## config.mk

```make
export PLATFORM = sky130hd
export DESIGN_NAME = regfile_rat_mp
export DESIGN_NICKNAME = d
export VERILOG_FILES = /design/src/rtl/regfile_rat_mp_pkg.sv /design/src/rtl/regfile_rat_mp_rf_read_port.sv /design/src/rtl/regfile_rat_mp.sv
export SDC_FILE = /design/constraint.sdc
export NUM_CORES = 2
export LEC_CHECK = 0
export BUFFER_PORTS_ARGS = -buffer_cell sky130_fd_sc_hd__buf_2
export CAP_MARGIN = 20
export CORE_MARGIN = 2
export CORE_UTILIZATION = 50
export CTS_CLUSTER_DIAMETER = 100
export DETAILED_ROUTE_END_ITERATION = 7
export MAX_ROUTING_LAYER = met4
export PLACE_DENSITY_LB_ADDON = 0.15
export SLEW_MARGIN = 40
export SYNTH_ARGS = -nofsm -noshare
export SYNTH_HDL_FRONTEND = slang
export SYNTH_SLANG_ARGS = --single-unit
```

## constraint.sdc

```tcl
create_clock -name clk -period 48.2 [get_ports clk]
set_input_delay 4.82 -clock clk [delete_from_list [all_inputs] [get_ports clk]]
set_output_delay 4.82 -clock clk [all_outputs]
set_load 0.01 [all_outputs]
```

## src/rtl/regfile_rat_mp_pkg.sv

```systemverilog
// ============================================================================
// Module   : regfile_rat_mp_pkg
// Brief    : Shared widths and constants for the multi-port regfile / RAT.
//            Optional feature macro: RF_COMMIT_BYPASS_EN
// Revision : 1.0
// ============================================================================
`default_nettype none

package regfile_rat_mp_pkg;
  localparam int XLEN_DEF      = 32;
  localparam int REG_NUM_DEF   = 32;
  localparam int REG_W_DEF     = 5;
  localparam int ROB_W_DEF     = 4;
  localparam int RD_PORTS_DEF  = 2;
  localparam int CMT_PORTS_DEF = 2;

  localparam logic [XLEN_DEF-1:0]  ZERO_WORD = '0;
  localparam logic [ROB_W_DEF-1:0] ZERO_ROB  = '0;
  localparam logic                 TRUE      = 1'b1;
  localparam logic                 FALSE     = 1'b0;
endpackage

`default_nettype wire

```

## src/rtl/regfile_rat_mp_rf_read_port.sv

```systemverilog
// ============================================================================
// Module   : rf_read_port
// Brief    : One decoder read port: array lookup, x0 masking, optional
//            same-cycle commit bypass (RF_COMMIT_BYPASS_EN).
// Revision : 1.0
// ============================================================================
`default_nettype none

module rf_read_port
  import regfile_rat_mp_pkg::*;
#(
  parameter int XLEN      = XLEN_DEF,
  parameter int REG_NUM   = REG_NUM_DEF,
  parameter int REG_W     = REG_W_DEF,
  parameter int ROB_W     = ROB_W_DEF,
  parameter int CMT_PORTS = CMT_PORTS_DEF
) (
  input  logic [REG_W-1:0]           rd_reg,
  input  logic [XLEN-1:0]            values [REG_NUM],
  input  logic [ROB_W-1:0]           rename [REG_NUM],
  input  logic [REG_NUM-1:0]         busy,
`ifdef RF_COMMIT_BYPASS_EN
  input  logic [CMT_PORTS-1:0]       cmt_eff,
  input  logic [CMT_PORTS*REG_W-1:0] cmt_reg,
  input  logic [CMT_PORTS*ROB_W-1:0] cmt_rob,
  input  logic [CMT_PORTS*XLEN-1:0]  cmt_value,
  input  logic                       alloc_eff,
  input  logic [REG_W-1:0]           alloc_reg,
`endif
  output logic [XLEN-1:0]            rd_value,
  output logic [ROB_W-1:0]           rd_rob,
  output logic                       rd_busy
);

  always_comb begin
    rd_value = '0;
    rd_rob   = '0;
    rd_busy  = FALSE;
    if (rd_reg != '0) begin
      rd_value = values[rd_reg];
      rd_rob   = rename[rd_reg];
      rd_busy  = busy[rd_reg];
`ifdef RF_COMMIT_BYPASS_EN
      // Ascending scan so the youngest matching commit port wins the value.
      for (int j = 0; j < CMT_PORTS; j++) begin
        if (cmt_eff[j] && (cmt_reg[j*REG_W +: REG_W] == rd_reg)) begin
          rd_value = cmt_value[j*XLEN +: XLEN];
          if ((cmt_rob[j*ROB_W +: ROB_W] == rename[rd_reg]) &&
              !(alloc_eff && (alloc_reg == rd_reg)))
            rd_busy = FALSE;
        end
      end
`endif
    end
  end

endmodule

`default_nettype wire

```

## src/rtl/regfile_rat_mp.sv

```systemverilog
// ============================================================================
// Module   : regfile_rat_mp
// Brief    : Architectural register file with rename table, RD_PORTS reads,
//            one allocation and CMT_PORTS in-order commits per cycle.
//            Optional feature macro: RF_COMMIT_BYPASS_EN
// Revision : 1.0
// ============================================================================
`default_nettype none

module regfile_rat_mp
  import regfile_rat_mp_pkg::*;
#(
  parameter int XLEN      = XLEN_DEF,
  parameter int REG_NUM   = REG_NUM_DEF,
  parameter int REG_W     = REG_W_DEF,
  parameter int ROB_W     = ROB_W_DEF,
  parameter int RD_PORTS  = RD_PORTS_DEF,
  parameter int CMT_PORTS = CMT_PORTS_DEF
) (
  input  logic                       clk,
  input  logic                       rst,
  input  logic                       rdy,
  input  logic [RD_PORTS*REG_W-1:0]  rd_reg,
  output logic [RD_PORTS*XLEN-1:0]   rd_value,
  output logic [RD_PORTS*ROB_W-1:0]  rd_rob,
  output logic [RD_PORTS-1:0]        rd_busy,
  input  logic                       alloc_en,
  input  logic [REG_W-1:0]           alloc_reg,
  input  logic [ROB_W-1:0]           alloc_rob,
  input  logic [CMT_PORTS-1:0]       cmt_en,
  input  logic [CMT_PORTS*REG_W-1:0] cmt_reg,
  input  logic [CMT_PORTS*ROB_W-1:0] cmt_rob,
  input  logic [CMT_PORTS*XLEN-1:0]  cmt_value,
  input  logic                       flush,
  output logic [REG_W:0]             busy_cnt
);

  logic [XLEN-1:0]    values    [REG_NUM];
  logic [ROB_W-1:0]   rename    [REG_NUM];
  logic [REG_NUM-1:0] busy;
  logic [XLEN-1:0]    values_nx [REG_NUM];
  logic [ROB_W-1:0]   rename_nx [REG_NUM];
  logic [REG_NUM-1:0] busy_nx;
  logic [CMT_PORTS-1:0] cmt_eff;
  logic                 alloc_eff;

  always_comb begin
    for (int j = 0; j < CMT_PORTS; j++)
      cmt_eff[j] = rdy && cmt_en[j] && (cmt_reg[j*REG_W +: REG_W] != '0);
    alloc_eff = rdy && alloc_en && (alloc_reg != '0);
  end

  // Priority, lowest to highest: commits (ascending port), allocation, flush.
  always_comb begin
    values_nx = values;
    rename_nx = rename;
    busy_nx   = busy;
    for (int j = 0; j < CMT_PORTS; j++) begin
      if (cmt_eff[j]) begin
        values_nx[cmt_reg[j*REG_W +: REG_W]] = cmt_value[j*XLEN +: XLEN];
        if (busy[cmt_reg[j*REG_W +: REG_W]] &&
            (rename[cmt_reg[j*REG_W +: REG_W]] == cmt_rob[j*ROB_W +: ROB_W]))
          busy_nx[cmt_reg[j*REG_W +: REG_W]] = FALSE;
      end
    end
    if (alloc_eff) begin
      busy_nx[alloc_reg]   = TRUE;
      rename_nx[alloc_reg] = alloc_rob;
    end
    if (flush) begin
      busy_nx = '0;
      for (int i = 0; i < REG_NUM; i++)
        rename_nx[i] = '0;
    end
  end

  always_ff @(posedge clk or posedge rst) begin
    if (rst) begin
      for (int i = 0; i < REG_NUM; i++) begin
        values[i] <= '0;
        rename[i] <= '0;
      end
      busy     <= '0;
      busy_cnt <= '0;
    end else if (rdy) begin
      values   <= values_nx;
      rename   <= rename_nx;
      busy     <= busy_nx;
      busy_cnt <= (REG_W+1)'($countones(busy_nx));
    end
  end

  for (genvar p = 0; p < RD_PORTS; p++) begin : g_rd_port
    rf_read_port #(
      .XLEN      (XLEN),
      .REG_NUM   (REG_NUM),
      .REG_W     (REG_W),
      .ROB_W     (ROB_W),
      .CMT_PORTS (CMT_PORTS)
    ) u_rd_port (
      .rd_reg    (rd_reg[p*REG_W +: REG_W]),
      .values    (values),
      .rename    (rename),
      .busy      (busy),
`ifdef RF_COMMIT_BYPASS_EN
      .cmt_eff   (cmt_eff),
      .cmt_reg   (cmt_reg),
      .cmt_rob   (cmt_rob),
      .cmt_value (cmt_value),
      .alloc_eff (alloc_eff),
      .alloc_reg (alloc_reg),
`endif
      .rd_value  (rd_value[p*XLEN +: XLEN]),
      .rd_rob    (rd_rob[p*ROB_W +: ROB_W]),
      .rd_busy   (rd_busy[p])
    );
  end

endmodule

`default_nettype wire

```

# Word level (Yosys, flattened, before mapping)
# Cells that the tools add are included.
[op_classes]
n_bitwise = 10
order_cmp = 16
addsub = 31
mux = 57
n_eq_ne = 2
reduce_logical = 21
[op_table]
columns = ["op", "n"]
rows = [
  ["$bwmux 1024", 2],
  ["$mux 1024", 2],
  ["$mux 32", 14],
  ["$bmux 32 s5", 2],
  ["$demux 32 s5", 2],
  ["$mux 128", 2],
  ["$bwmux 128", 1],
  ["$bmux 4 s5", 4],
  ["$and 32x32->32", 2],
  ["$not 32->32", 2],
  ["$mux 4", 11],
  ["$add 1x1->2", 16],
  ["$or 32x32->32", 1],
  ["$ge 6x6->1 const B", 5],
  ["$lt 5x6->1 const B", 5],
  ["$not 5->6", 5],
  ["$reduce_bool 5->1", 5],
  ["$add 2x2->3", 8],
  ["$bmux 1 s5", 4],
  ["$demux 4 s5", 1],
  ["$lt 6x1->1 const B", 3],
  ["$add 3x3->4", 4],
  ["$demux 1 s5", 3],
  ["$ge 5x1->1 const B", 3],
  ["other kinds (7)", 30],
]
[word_totals]
ff_bits = 1190
out_inout_bits = 80
wordCells = 203
input_bits = 108

# Depth between registers and ports, before layout
[logic_depth]
depth_word = 19
depth_mapped = 29
mapped_depth_nobuf = 24

# Hierarchy
# Synthesis repeated with hierarchy kept, for this count alone.
[hier_totals]
hier_cells = 7466
area_unflattened_um2 = 77275.4
[modules_own_cells]
columns = ["module", "seq_area_each_um2", "n_inst", "area_per_inst_um2", "cells_each"]
rows = [
  ["regfile_rat_mp", 29778.6, 1, 57526.4, 5936],
  ["rf_read_port", 0.0, 2, 9874.5, 765],
]

# Worst setup path before layout
# Ideal clock, no wire load.
[synth_timing]
path_kind = "input to output"
startpoint = "input rd_reg[0]"
endpoint = "output rd_busy[0]"
arrival_ns = 7.207
path_slack_ns = 36.173
required_ns = 43.380
stages = 8
n_path_buf = 4
cell_sequence = "clkbuf_1 -> clkbuf_1 -> buf_1 -> mux4_2 -> mux4_2 -> mux2i_1 -> nor2_1 -> buf_4"
[synth_between]
elab_chain_len = 3
word_cells_on_any_way = 4
classes_between = "3 x mux; 1 x reduce/logical"
[synth_lines]
columns = ["element", "line", "source"]
rows = [
  ["from (decl)", "regfile_rat_mp.sv:23", "input logic [RD_PORTS*REG_W-1:0] rd_reg,"],
  ["$bmux 1 s5", "regfile_rat_mp_rf_read_port.sv:42", "rd_busy = busy[rd_reg];"],
  ["$mux 1 (not written as such)", "regfile_rat_mp_rf_read_port.sv:42", ""],
  ["$mux 1 *", "regfile_rat_mp_rf_read_port.sv:39", "if (rd_reg != '0) begin"],
  ["to (decl)", "regfile_rat_mp.sv:26", "output logic [RD_PORTS-1:0] rd_busy,"],
]
# Mark *: on every way between the ends. The rest lies on a longest branch, timed or not. The select of a mux whose other input is x is not followed.

# Final worst setup path
[layout_timing]
startpoint = "input rd_reg[5]"
endpoint = "output rd_busy[1]"
# Same word-level chain as after synthesis.

==> run summary <==
In this run the critical register-to-register path is launched from busy[10]. The worst register-to-register path ends at busy_cnt[4]. The placeable core region is 152,000 um2. The die is 395 um tall. The pin count of the biggest net entering global routing is about 130.

The number of distinct library cells after synthesis came out at between 60 and 70. The routed wire length came out at around 290,000 um. The number of synthesized register bits came out at 1,190. Across every metal layer, demand over resource in global routing totals 0.384. The wire length per cell is ~33 um. The number of global-route vias before repair came to 58,100. The detailed router finished its first iteration with 8,132 violations.

The clock tree buffer depth came out at 3. The startpoint class of the critical path is an input pin. The quantity of gates resized following cts is 0. The final layout contains approximately 6,800 nets. The number of cells produced by synthesis came out at approximately 7,000. The clock latency on the worst-skew pair came out at about 0.81 ns. The most critical setup path has its startpoint at rd_reg[5]. The most used flip-flop cell after synthesis is sky130_fd_sc_hd__dfrtp_1. Dividing the final minimum period by the clock period gives 0.284. The mean post-synth cell area came out at around 11 um2.

The number of sinks driven by the clock tree came out at between 1,000 and 1,500. STA puts the critical path data required time at 43.38 ns. The number of antenna violations at the first check in global routing is 19.

TritonCTS built the clock tree. The deepest level of the CTS H-tree came out at 4. The via count normalized by instance count came out at approximately 6.9. The count of warnings emitted by yosys came out at 0.

The total number of placement rows is about 140. The analysis attributes to cell leakage a power of about 35 nW. The worst reg-to-reg path cell count is 22. The register clock-pin slew on the reported worst setup and hold paths came out at roughly 0.050 ns.

The first-pass GRT wire length came out at approximately 420,000 um. The remaining number of nets flagged by the antenna check after routing is 0. The post-route core utilization is 0.553. Counting flops with an async set or reset pin after synthesis yields a share of 1.00. The synthesized design contains 0 enable-type register cells. The share of cells above drive strength 1 is 0.216. The critical path is of the input pin to output port type.

The max-slew violation count is 0. The arrival time reported for the critical path endpoint is approximately 9 ns. In this run the horizontal extent of the chip is about 400 um.

Yosys attributes the largest share of cell area to sky130_fd_sc_hd__dfrtp_1 (39%), sky130_fd_sc_hd__mux4_2 (22%), sky130_fd_sc_hd__mux2i_1 (15%). The clock skew is 0.0307 ns. The total via count after detailed routing came out at approximately 60,000. The register area share after synthesis is 0.389.

The first-pass iteration count of the detailed router is 8. The proportion of netlist area held by the largest area contributor came out at 0.389. The biggest fanout along the worst timing path came out at 40. The number of setup buffers added after CTS is 0. The critical path ends at rd_busy[1]. The clock period could shrink to roughly 14 ns. Setup total negative slack on the finished layout was measured at 0 ns. The count of boundary I/O pins came out at ~190. The placed standard-cell area came out at 79,000 um2. The mapped cell area came out at roughly 77,000 um2.

The type of element capturing the critical path is an output port. The count of unresolved DRC violations after routing is 0. The final estimated routing congestion in global placement is around 0.98. The finished cells cover roughly 84,000 um2. The number of hold violations in the final report is 0. Buffers placed on the I/O ports in this run total between 150 and 200. VDD sags by at most 38.8 uV.

The overall die area is 156,000 um2. The cell sitting at the root of the clock tree is a sky130_fd_sc_hd__clkbuf_16. The power per cell area is between 30 and 40 nW/um2.

Setup repair after global routing left no endpoint under its margin. The detailed placer's ending HPWL is approximately 170,000 um. The post-cts hold buffer count came out at 0. The area added between synthesis and finish came out at 9.82%. The run finished with clean final reports. The worst setup slack for register-to-register paths is 40.58 ns. Of all cell types, the one taking the most synthesized area is sky130_fd_sc_hd__dfrtp_1.

The starting utilization of the core area is 0.504. The tightest slew margin relative to the limit is 0.358. In this run the worst hold path is classified as flip-flop to flip-flop. The total nets after synthesis came out at 7,108. The number of setup violations in the final report came out at 0. The highest attainable clock frequency came out at approximately 73 MHz. For the pin with the worst max-slew slack, the measured transition is 0.964 ns. The number of violations of the max-capacitance limit is 0.

The number of buffers inserted during clock tree synthesis is ~140. The sum of overflow across all layers after global routing is 0.
cell usage in the layout (no fill, tap or decap), drive strengths merged, types with 33 or more instances in the layout:
cell type,n
dfrtp,1190
inv,67
nor3,37
a31oi,34
mux4,755
nand2,461
nor4,39
nor2,932
buf,341
o221ai,33
mux2i,1139
clkbuf,197
nor2b,38
o21ai,341
o22ai,35
a21oi,782
metrics by stage:
| stage | std cells | hold WS (ns) | total power [mW] | setup slack [ns] |
|---|---|---|---|---|
| after CTS | 8770 | 0.395 | 3.35 | 33.81 |
| final | 8788 | 0.392 | 3.36 | 34.50 |
| after global routing | 8787 | 0.405 | 3.50 | 34.22 |
| after global placement | 8490 | 0.376 | 2.19 | 33.51 |
| after detailed placement | 8517 | 0.383 | 2.23 | 33.80 |
| after floorplan | 6969 | 0.441 | 1.99 | 9.86 |
area by class of cell:
class	instances	area [um2]
multi-input combinational	4901	43900
fill	13000	67800
timing repair buffer	342	2780
sequential	1190	29800
clock inverter	57	709
tap	2030	2540
antenna	13	32.5
clock buffer	196	4130
inverter	59	234
logic make-up (layout without fill, tap and decap cells):
family	Yosys count	count (layout)	share of synthesized area
adders and majority gates	31	31	0.00742
other	0	13	0
DFF	1190	1190	0.389
AOI/OAI and AO/OA	1326	1326	0.0952
muxes	1912	1912	0.374
buffers and inverters	878	654	0.0455
and+or+nand+nor	1622	1622	0.0877
xor gates and xnor gates	10	10	0.00134
power breakdown:
group          leakage [nW]  internal [mW]  switching [mW]
Combinational          17.2          0.452           0.373
Clock                  2.37          0.666           0.471
Sequential             15.1           1.22           0.174
Total                  34.7           2.34            1.02
worst max-delay path, cell delays in order:
cell	delay (ns)
sky130_fd_sc_hd__buf_8	0.36
sky130_fd_sc_hd__buf_6	0.57
sky130_fd_sc_hd__buf_6	0.58
sky130_fd_sc_hd__buf_6	0.57
sky130_fd_sc_hd__mux4_2	0.59
sky130_fd_sc_hd__mux4_2	0.50
sky130_fd_sc_hd__mux2i_1	0.47
sky130_fd_sc_hd__nor2_1	0.13
sky130_fd_sc_hd__buf_2	0.18
sequential cells by signal (all words and copies together), names as in the netlist:
register,flops
values,1024
busy_cnt,6
rename,128
busy,32
how the worst min path moves through the flow:
stage                       startpoint      endpoint  slack, ns  cells past startpoint
after floorplan           values[1000]  values[1000]       0.44                      1
after global placement     values[995]   values[995]       0.38                      0
after detailed placement  values[1011]  values[1011]       0.38                      0
after CTS                  values[998]   values[998]       0.40                      0
after global routing      values[1010]  values[1010]       0.40                      0
final                      values[998]   values[998]       0.39                      0
Yosys cell counts (5+ instances only):
library cell	number
sky130_fd_sc_hd__nor3b_1	6
sky130_fd_sc_hd__buf_4	9
sky130_fd_sc_hd__clkbuf_1	562
sky130_fd_sc_hd__buf_1	139
sky130_fd_sc_hd__nand3b_1	6
sky130_fd_sc_hd__xnor2_1	7
sky130_fd_sc_hd__a22o_1	16
sky130_fd_sc_hd__o31ai_2	19
sky130_fd_sc_hd__a2111oi_0	11
sky130_fd_sc_hd__nor2b_1	38
sky130_fd_sc_hd__o32ai_1	8
sky130_fd_sc_hd__nand3_1	16
sky130_fd_sc_hd__inv_1	59
sky130_fd_sc_hd__mux2_2	16
sky130_fd_sc_hd__dfrtp_1	1190
sky130_fd_sc_hd__nand4_1	12
sky130_fd_sc_hd__fa_1	24
sky130_fd_sc_hd__or4_1	7
sky130_fd_sc_hd__and3_1	9
sky130_fd_sc_hd__o221ai_1	33
sky130_fd_sc_hd__nor4_1	34
sky130_fd_sc_hd__o21ai_0	339
sky130_fd_sc_hd__mux4_2	755
sky130_fd_sc_hd__a21oi_1	782
sky130_fd_sc_hd__or3b_2	6
sky130_fd_sc_hd__nor3_1	37
sky130_fd_sc_hd__and2_1	7
sky130_fd_sc_hd__nand2_1	461
sky130_fd_sc_hd__o31ai_1	5
sky130_fd_sc_hd__a31oi_1	34
sky130_fd_sc_hd__a2bb2oi_1	13
sky130_fd_sc_hd__ha_1	7
sky130_fd_sc_hd__nand2b_1	32
sky130_fd_sc_hd__buf_2	106
sky130_fd_sc_hd__nor2_1	932
sky130_fd_sc_hd__mux2i_1	1139
sky130_fd_sc_hd__o22ai_1	35
routing by layer:
metal,routed length (um),GRT usage,up-vias
met2,131000,0.557,3868
met4,18500,0.205,0
li1,-,-,25000
met5,0,-,-
met1,110000,0.503,30400
met3,32300,0.0883,918
(Power assumes the default switching activity.)
